**src/rtl/fetch_pkg.sv**
```systemverilog
// Shared types and constants for the fetch-stage PC sequencer.
package fetch_pkg;
    localparam int PC_W        = 32;
    localparam int INSTR_BYTES = 4;
    localparam logic [PC_W-1:0] DEFAULT_RESET_PC = 32'h0000_0000;

    typedef enum logic [1:0] {
        BOOT = 2'd0,
        RUN  = 2'd1,
        HOLD = 2'd2
    } fetch_state_e;
endpackage

```
**src/rtl/pc_target_calc.sv**
```systemverilog
// Redirect target arithmetic: branch/JAL (PCE + imm*2) or JALR (ALU result, bit 0 cleared).
module pc_target_calc
    import fetch_pkg::*;
(
    input  logic [PC_W-1:0] PCE,
    input  logic [PC_W-1:0] ImmExtE,
    input  logic [PC_W-1:0] ALUResultE,
    input  logic            JalrE,
    output logic [PC_W-1:0] target_o,
    output logic            raw_bit1_o
);
    logic [PC_W-1:0] branch_target;
    logic [PC_W-1:0] jalr_target;
    logic [PC_W-1:0] raw_target;

    always_comb begin
        branch_target = PCE + (ImmExtE << 1);
        jalr_target   = ALUResultE & ~32'h1;
        raw_target    = JalrE ? jalr_target : branch_target;
        raw_bit1_o    = raw_target[1];
        // Fetch only supports word-aligned PCs, so bit 1 is dropped after flagging it.
        target_o      = raw_target & ~32'h2;
    end
endmodule

```
**src/rtl/fetch_pc_sequencer.sv**
```systemverilog
// Fetch PC register with boot hold, stall/redirect arbitration, pending-redirect buffer
// and a saturating redirect counter.
module fetch_pc_sequencer
    import fetch_pkg::*;
#(
    parameter logic [31:0] RESET_PC    = DEFAULT_RESET_PC,
    parameter int          BOOT_CYCLES = 1,
    parameter int          CNT_W       = 16
) (
    input  logic             clk,
    input  logic             reset,
    input  logic             StallF,
    input  logic             PCSrcE,
    input  logic             JalrE,
    input  logic [31:0]      PCE,
    input  logic [31:0]      ImmExtE,
    input  logic [31:0]      ALUResultE,
    output logic [31:0]      PCF,
    output logic [31:0]      PCPlus4F,
    output logic             FlushD,
    output logic             FlushE,
    output logic             MisalignE,
    output logic [CNT_W-1:0] RedirectCount
);
    fetch_state_e      state_q, state_d;
    logic [PC_W-1:0]   pc_q, pc_d;
    logic [PC_W-1:0]   pend_q, pend_d;
    logic [3:0]        boot_cnt_q, boot_cnt_d;
    logic [CNT_W-1:0]  cnt_q, cnt_d;

    logic [PC_W-1:0]   target;
    logic              raw_bit1;
    logic              redirect;
    logic              count_en;

    pc_target_calc u_target (
        .PCE        (PCE),
        .ImmExtE    (ImmExtE),
        .ALUResultE (ALUResultE),
        .JalrE      (JalrE),
        .target_o   (target),
        .raw_bit1_o (raw_bit1)
    );

    assign redirect      = PCSrcE | JalrE;
    assign MisalignE     = redirect & raw_bit1;
    assign PCF           = pc_q;
    assign PCPlus4F      = pc_q + 32'(INSTR_BYTES);
    assign RedirectCount = cnt_q;

    always_comb begin
        state_d    = state_q;
        pc_d       = pc_q;
        pend_d     = pend_q;
        boot_cnt_d = boot_cnt_q;
        count_en   = 1'b0;
        FlushD     = 1'b0;
        FlushE     = 1'b0;

        case (state_q)
            BOOT: begin
                // Instruction memory is still warming up: keep IF/ID squashed.
                FlushD     = 1'b1;
                boot_cnt_d = boot_cnt_q + 4'd1;
                if (boot_cnt_q == 4'(BOOT_CYCLES - 1)) begin
                    state_d = RUN;
                end
            end
            RUN: begin
                if (redirect) begin
                    FlushD   = 1'b1;
                    FlushE   = 1'b1;
                    count_en = 1'b1;
                    if (StallF) begin
                        pend_d  = target;
                        state_d = HOLD;
                    end else begin
                        pc_d = target;
                    end
                end else if (!StallF) begin
                    pc_d = PCPlus4F;
                end
            end
            HOLD: begin
                if (redirect) begin
                    FlushD   = 1'b1;
                    FlushE   = 1'b1;
                    count_en = 1'b1;
                    pend_d   = target;
                end
                if (!StallF) begin
                    pc_d    = redirect ? target : pend_q;
                    state_d = RUN;
                end
            end
            default: begin
                state_d = BOOT;
            end
        endcase

        cnt_d = cnt_q;
        if (count_en && (cnt_q != {CNT_W{1'b1}})) begin
            cnt_d = cnt_q + CNT_W'(1);
        end
    end

    always_ff @(posedge clk) begin
        if (reset) begin
            state_q    <= BOOT;
            pc_q       <= RESET_PC;
            pend_q     <= '0;
            boot_cnt_q <= '0;
            cnt_q      <= '0;
        end else begin
            state_q    <= state_d;
            pc_q       <= pc_d;
            pend_q     <= pend_d;
            boot_cnt_q <= boot_cnt_d;
            cnt_q      <= cnt_d;
        end
    end
endmodule

```
**config.mk**
```make
export PLATFORM = sky130hd
export DESIGN_NAME = fetch_pc_sequencer
export DESIGN_NICKNAME = d
export VERILOG_FILES = /design/src/rtl/fetch_pkg.sv /design/src/rtl/pc_target_calc.sv /design/src/rtl/fetch_pc_sequencer.sv
export SDC_FILE = /design/constraint.sdc
export NUM_CORES = 1
export LEC_CHECK = 0
export ABC_AREA = 0
export BUFFER_PORTS_ARGS = -buffer_cell sky130_fd_sc_hd__buf_2
export CAP_MARGIN = 20
export CORE_MARGIN = 10
export CORE_UTILIZATION = 35
export DETAILED_ROUTE_END_ITERATION = 12
export PLACE_DENSITY = 0.56
export SLEW_MARGIN = 5
export SYNTH_ARGS = -nofsm -noshare
export SYNTH_HDL_FRONTEND = slang
export SYNTH_SLANG_ARGS = --single-unit
```
**constraint.sdc**
```tcl
create_clock -name clk -period 4.8 [get_ports clk]
set_input_delay 0.24 -clock clk [delete_from_list [all_inputs] [get_ports clk]]
set_output_delay 0.24 -clock clk [all_outputs]
set_load 0.01 [all_outputs]
```
==> impl_metrics.csv, run 1 <==
group,metric,value,unit
place,io_buffers,181,
worst_setup_path,rr_startpoint,"PCF[2]$_SDFFE_PP0P_",
synth,synth-edff-count,0,
status,status,"completed",
layout,final_util,43.4,%
floorplanning,io_pins,184,
global_route,grt_pass1_wl,34800,microns
worst_setup_path,crit_path_max_fanout,5,
worst_setup_path,critPathKind,"primary input to flop",
clock_network,cts_resized,0,
clock_network,cts_buffers,9,
clock_network,cts-root-buf,"clkbuf_16",
worst_setup_path,rr_worst_depth,9,
synth,synth-async-reset-ratio,0,%
synth,ys_seq_elements,86,
layout,antenna_cells,0,
sta,fmax,333,MHz
place,place_inst,1222,
synth,synthCells,852,
layout,drive_gt1_share,22.2,%
sta,min_period,3.00,ns
worst_setup_path,arrival,3.19,ns
detailed_routing,wl,22000,microns
layout,layout_commonest_cell,"buf_2",
worst_setup_path,rrSetupSlack,1.98,ns
synth,synth_warnings,0,
sta,tightestPinTransition,1.14,ns
clock_network,clock_path_buffers,2,
clock_network,post_cts_buffers,0,
layout,area_delta_synth_final,21.5,%
synth,synth.avg_cell_area,7.56,sq um
worst_setup_path,cp-end-kind,"flop",
clock_network,cts_sinks,86,
clock_network,clk_latency,0.35,ns
floorplanning,die-area,24200,sq um
synth,ys_seq_area_share,26.7,%
hold_path,min_from,"ALUResultE[22]",
detailed_routing,dr.max_layer_used,"met4",
sta,max-slew-margin-rel,23.7,%
floorplanning,die_w,156,microns
sta,finClkSkew,0.00852,ns
sta,rsz0062_at_grt,"false",
global_route,grt_pass1_vias,6491,
sta,finalSetupViolCount,0,
detailed_routing,drtIter0Drc,437,
synth,netlist_area,6440,sq um
detailed_routing,via_per_inst,5.37,
layout,layout_common_cells,"181 x buf_2, 103 x nor2_1, 86 x dfxtp_1, 86 x nand2_1, 65 x a21oi_1",
global_route,gr-usage-all-layers,17.5,%
sta,slew_violations,0,
detailed_routing,drt-met1-wl,10400,microns
place,dp_hpwl,16500,microns
clock_network,clkTransAtPathRegs,0.07,ns
layout,stdcell_count,1238,
detailed_routing,wl_met2,9890,microns
worst_setup_path,r2r-end,"PCF[22]$_SDFFE_PP0P_",
pwr,powerDensity,429,nW/um^2
hold_path,min_to,"pend_q[22]$_SDFFE_PP0P_",
detailed_routing,wire_per_inst,17.8,microns
clock_network,tritoncts,"yes",
detailed_routing,vias,6646,
synth,synthFlopType,"dfxtp_1",
global_route,overflow,0,
detailed_routing,drt_pass1_iterations,7,
detailed_routing,dr_wl_met3,1440,microns
layout,final_nets,1144,
hold_path,min_path_cells,3,
floorplanning,row_count,49,
synth,ys_types,65,
worst_setup_path,critPathRequiredTime,4.99,ns
clock_network,cts_hold_buf,0,
sta,fin_setup_tns,0,ns
floorplanning,core_area,18000,sq um
place,globalplace.congestion,0.834,
synth,synth_nets,992,
sta,period_share,62.5,%
worst_setup_path,critPathLaunchType,"primary input",
detailed_routing,drc,0,
detailed_routing,antenna_left,0,
global_route,grt_max_degree,59,
pwr,ir_worst_vdd,0.200,mV
job,maxCapViolCount,0,
hold_path,min_path_type,"primary input to flop",
sta,hold_viol,0,
pwr,p_leak,3.51,nW
clock_network,h-tree-depth,3,
floorplanning,start_util,35.7,%
global_route,antenna_found_initial,0,
floorplanning,die_h,156,microns
[through the flow]
step / total power [mW] / instance area [sq um] / hold WS [ns] / setup WS [ns]
6_report: 3.36 / 7830 / 0.210 / 1.80
5_1_grt: 3.62 / 7830 / 0.232 / 1.64
4_1_cts: 3.38 / 7830 / 0.203 / 1.80
3_5_place_dp: 2.65 / 7520 / 0.447 / 1.43
3_3_place_gp: 2.63 / 7520 / 0.444 / 1.43
2_1_floorplan: 2.12 / 6440 / 0.423 / 1.88
[power breakdown]
group	switching [mW]	internal, mW
clock	0.297	0.432
sequential	0.167	0.916
combinational	0.939	0.608
total	1.40	1.96
[area by class of cell]
cell class	instances	area, sq um
tap	229	287
multi-input combinational	691	4450
clock buffer	13	260
timing repair buffer	189	966
inverter	27	101
fill	1926	10200
sequential	86	1720
clock inverter	3	42.5
[cells by family (layout without fill, tap and decap cells)]
logic type / after synthesis / count (layout) / synth area share (%)
simple gates: 320 / 320 / 23.2
compound gates: 239 / 239 / 24.6
flops: 86 / 86 / 26.7
buf+inv: 75 / 232 / 4.50
xor+xnor: 65 / 65 / 8.84
fa+ha+maj: 39 / 39 / 7.69
mux: 28 / 28 / 4.47
[cell usage after synthesis (22+ instances only)]
cell type / instances / area [sq um]
nor2_1: 105 / 394
dfxtp_1: 86 / 1720
nand2_1: 86 / 323
a21oi_1: 66 / 330
o21ai_0: 46 / 230
clkbuf_1: 41 / 154
xnor2_1: 40 / 350
ha_1: 38 / 475
nand3_1: 28 / 140
o211ai_1: 25 / 188
xor2_1: 25 / 219
inv_1: 24 / 90.1
mux2i_1: 22 / 220
nor3_1: 22 / 110
[worst max-delay path, cell delays in order]
cell and delay [ns]:
buf_2 0.10, ha_1 0.36, a21o_1 0.22, a31o_1 0.23
o31ai_4 0.23, a311oi_1 0.21, or4_4 0.56, a311oi_2 0.27
mux2_1 0.41, o311ai_1 0.28, a21oi_1 0.09
[layer usage]
layer	up-vias	global-route usage, %
met2	187	28.1
met5	-	0
li1	3369	-
met4	0	5.12
met1	3071	22.6
met3	19	4.33
[how the worst max path moves through the flow]
stage / to / cells after the start / start
floorplan: pend_q[28]$_SDFFE_PP0P_ / 10 / PCE[5]
global placement: pend_q[28]$_SDFFE_PP0P_ / 11 / PCE[5]
detailed placement: pend_q[28]$_SDFFE_PP0P_ / 11 / PCE[5]
CTS: pend_q[28]$_SDFFE_PP0P_ / 11 / PCE[5]
global route: PCPlus4F[22] / 6 / PCF[2]$_SDFFE_PP0P_
finish: pend_q[28]$_SDFFE_PP0P_ / 11 / PCE[5]
[sequential cells by signal, summed over array words and instances (netlist names)]
register	cells
PCF	32
pend_q	32
RedirectCount	16
boot_cnt_q	4
state_q	2
Note: power is estimated with default switching activity, not from simulation.
==> inputs of run 2 (changes only) <==
ABC_AREA = 1   (was 0)
clock period = 2.62 ns   (was 4.8 ns; I/O delays follow)
==> run 2 against run 1 <==
Effect of this change:
- cell area up 20%
- first-iteration DRC count grew 55%
- setup slack got worse by 1.6 ns
- die area up 19%
- sequential power increased by 88%
- critical path type is now flop to output pin
- largest power group unchanged
==> impl_metrics.csv, run 2 <==
group,metric,value,unit
status,status,"completed",
place,place_ws,0.113,ns
synth,synth_warnings,0,
worst_setup_path,critical_path.startpoint,"PCF[2]$_SDFFE_PP0P_",
worst_setup_path,arrival,2.27,ns
pwr,ir_worst_vdd,0.539,mV
sta,min_period,2.40,ns
synth,synth.avg_cell_area,5.72,sq um
worst_setup_path,worst_path_most_repeated_cell,"nand2_1",
worst_setup_path,cp-end-kind,"output pin",
clock_network,cts_hold_buf,0,
synth,synthCells,1379,
synth,synth_common_cells,"482 x nand2_1, 208 x inv_1, 108 x a21oi_1",
clock_network,h-tree-depth,3,
hold_path,min_from,"PCE[0]",
floorplanning,die_w,170,microns
clock_network,clkTransAtPathRegs,0.07,ns
sta,slew_violations,0,
worst_setup_path,crit_path_max_fanout,5,
detailed_routing,wire_per_inst,15.4,microns
global_route,grt_pass1_vias,8621,
layout,stdcell_count,1834,
worst_setup_path,critPathRequiredTime,2.49,ns
synth,synth-async-reset-ratio,0,%
synth,yosys.cell_count.top_type,"nand2_1",
synth,netlist_area,7890,sq um
floorplanning,core_area,22000,sq um
sta,tightestPinTransition,0.779,ns
pwr,powerDensity,714,nW/um^2
sta,period_share,91.5,%
worst_setup_path,worst_path_max_delay_cell,"dfxtp_2",
floorplanning,start_util,35.8,%
synth,ys_types,44,
synth,synth.largest_area_cell,"nand2_1",
sta,finClkSkew,0.00892,ns
worst_setup_path,rr_startpoint,"PCF[2]$_SDFFE_PP0P_",
worst_setup_path,crit_buf_inv,1,
detailed_routing,wl,28200,microns
floorplanning,die_h,170,microns
detailed_routing,vias,8943,
synth,synth-edff-count,0,
global_route,grt_max_degree,57,
pwr,p_leak,5.09,nW
place,globalplace.congestion,0.932,
sta,finalSetupViolCount,0,
global_route,gr-usage-all-layers,19.0,%
global_route,grt_pass1_wl,44600,microns
sta,fin_setup_tns,0,ns
sta,hold_viol,0,
synth,synth_nets,1519,
floorplanning,die-area,29000,sq um
hold_path,min_path_type,"primary input to flop",
sta,fmax,417,MHz
worst_setup_path,crit_chain,"ha_1, nand2_1, nor3_4, nand4_2, nor2_1, nand2_1, xor2_2, buf_2",
layout,layout_common_cells,"482 x nand2_1, 208 x inv_1, 181 x buf_2",
detailed_routing,drt_pass1_iterations,5,
clock_network,tritoncts,"yes",
synth,ys_seq_elements,86,
clock_network,clock_path_buffers,2,
synth,synthFlopType,"dfxtp_1",
synth,ys_top_cells_by_area,"nand2_1 23%, dfxtp_1 22%, inv_1 9.9%",
worst_setup_path,crit_path_max_incr_delay,0.37,ns
sta,fin_ws,0.222,ns
detailed_routing,antenna_left,0,
clock_network,cts-root-buf,"clkbuf_16",
clock_network,clk_latency,0.35,ns
clock_network,cts_buffers,9,
floorplanning,io_pins,184,
place,dp_hpwl,22600,microns
global_route,overflow,0,
layout,final_nets,1688,
layout,area_delta_synth_final,19.1,%
place,io_buffers,181,
clock_network,cts_sinks,86,
detailed_routing,drtIter0Drc,676,
synth,ys_seq_area_share,21.8,%
place,place_inst,1816,
detailed_routing,drc,0,
worst_setup_path,critPathKind,"flop to output pin",
detailed_routing,via_per_inst,4.88,
worst_setup_path,path_delay_family,"simple AND/OR/NAND/NOR gates",
sta,rsz0062_at_grt,"false",
layout,drive_gt1_share,17.4,%
sta,max-slew-margin-rel,48.0,%
floorplanning,row_count,54,
global_route,antenna_found_initial,2,
worst_setup_path,critPathLaunchType,"flop",
layout,layout_commonest_cell,"nand2_1",
synth,synth_top_area_share,22.9,%
job,maxCapViolCount,0,
-- run 2: layout make-up --
cell class / count / area (sq um)
fillers: 2497 / 12600
multi-input cells: 1034 / 5150
flip-flops and latches: 86 / 1720
repair buffers: 204 / 1080
inverters: 213 / 800
well taps: 280 / 350
clock buffers: 9 / 225
clock inverters: 7 / 72.6
diodes: 1 / 2.50
-- run 2: final timing paths --
path	to	slack (ns)	depth (start not counted)
hold reg to reg	pend_q[1]$_SDFFE_PP0P_	0.45	2
setup / recovery	PCPlus4F[30]	0.22	8
hold / removal	pend_q[0]$_SDFFE_PP0P_	0.08	3
setup reg to reg	PCF[30]$_SDFFE_PP0P_	0.34	13
-- run 2: worst min-delay path: stages --
cell	delay, ns
buf_2	0.10
nand3_1	0.07
a31oi_1	0.08
-- run 2: kinds of logic after synthesis --
family,Yosys count,share of synthesized area [%]
AND/OR/NAND/NOR,754,40.7
flip-flops,86,21.8
AO/OA/AOI/OAI,205,13.8
adder cells (fa/ha/maj),39,6.28
buffers and inverters,259,13.3
XOR/XNOR,36,4.09
-- run 2: layer usage --
metal | part of all wire (%) | vias to the layer above | track usage [%]
li1 | - | 4709 | -
met1 | 46 | 3947 | 24.5
met2 | 45 | 255 | 30.8
met4 | 2.6 | 2 | 6.14
met5 | 0.071 | - | 0
met3 | 7.3 | 30 | 4.16
-- run 2: where the power goes --
group / internal [mW] / switching (mW) / total, mW / leakage [nW]
Clock: 0.674 / 0.632 / 1.31 / 0.143
Sequential: 1.72 / 0.307 / 2.03 / 0.706
Combinational: 1.16 / 2.22 / 3.38 / 4.24
-- run 2: through the flow --
step / total power [mW] / instance area [sq um] / util (%) / hold WS, ns
5_1_grt: 7.31 / 9400 / 42.7 / 0.0901
6_report: 6.72 / 9400 / 42.7 / 0.0806
3_3_place_gp: 5.40 / 9070 / 41.2 / 0.437
4_1_cts: 6.74 / 9370 / 42.6 / 0.0730
2_1_floorplan: 4.27 / 7890 / - / 0.312
3_5_place_dp: 5.42 / 9070 / 41.2 / 0.440
-- run 2: what timing repair did --
action	4_1_cts	5_1_grt
endpoints found under the setup margin	0	4
buffers inserted	0	1
hold endpoints to repair	0	0
gates resized for setup	0	4
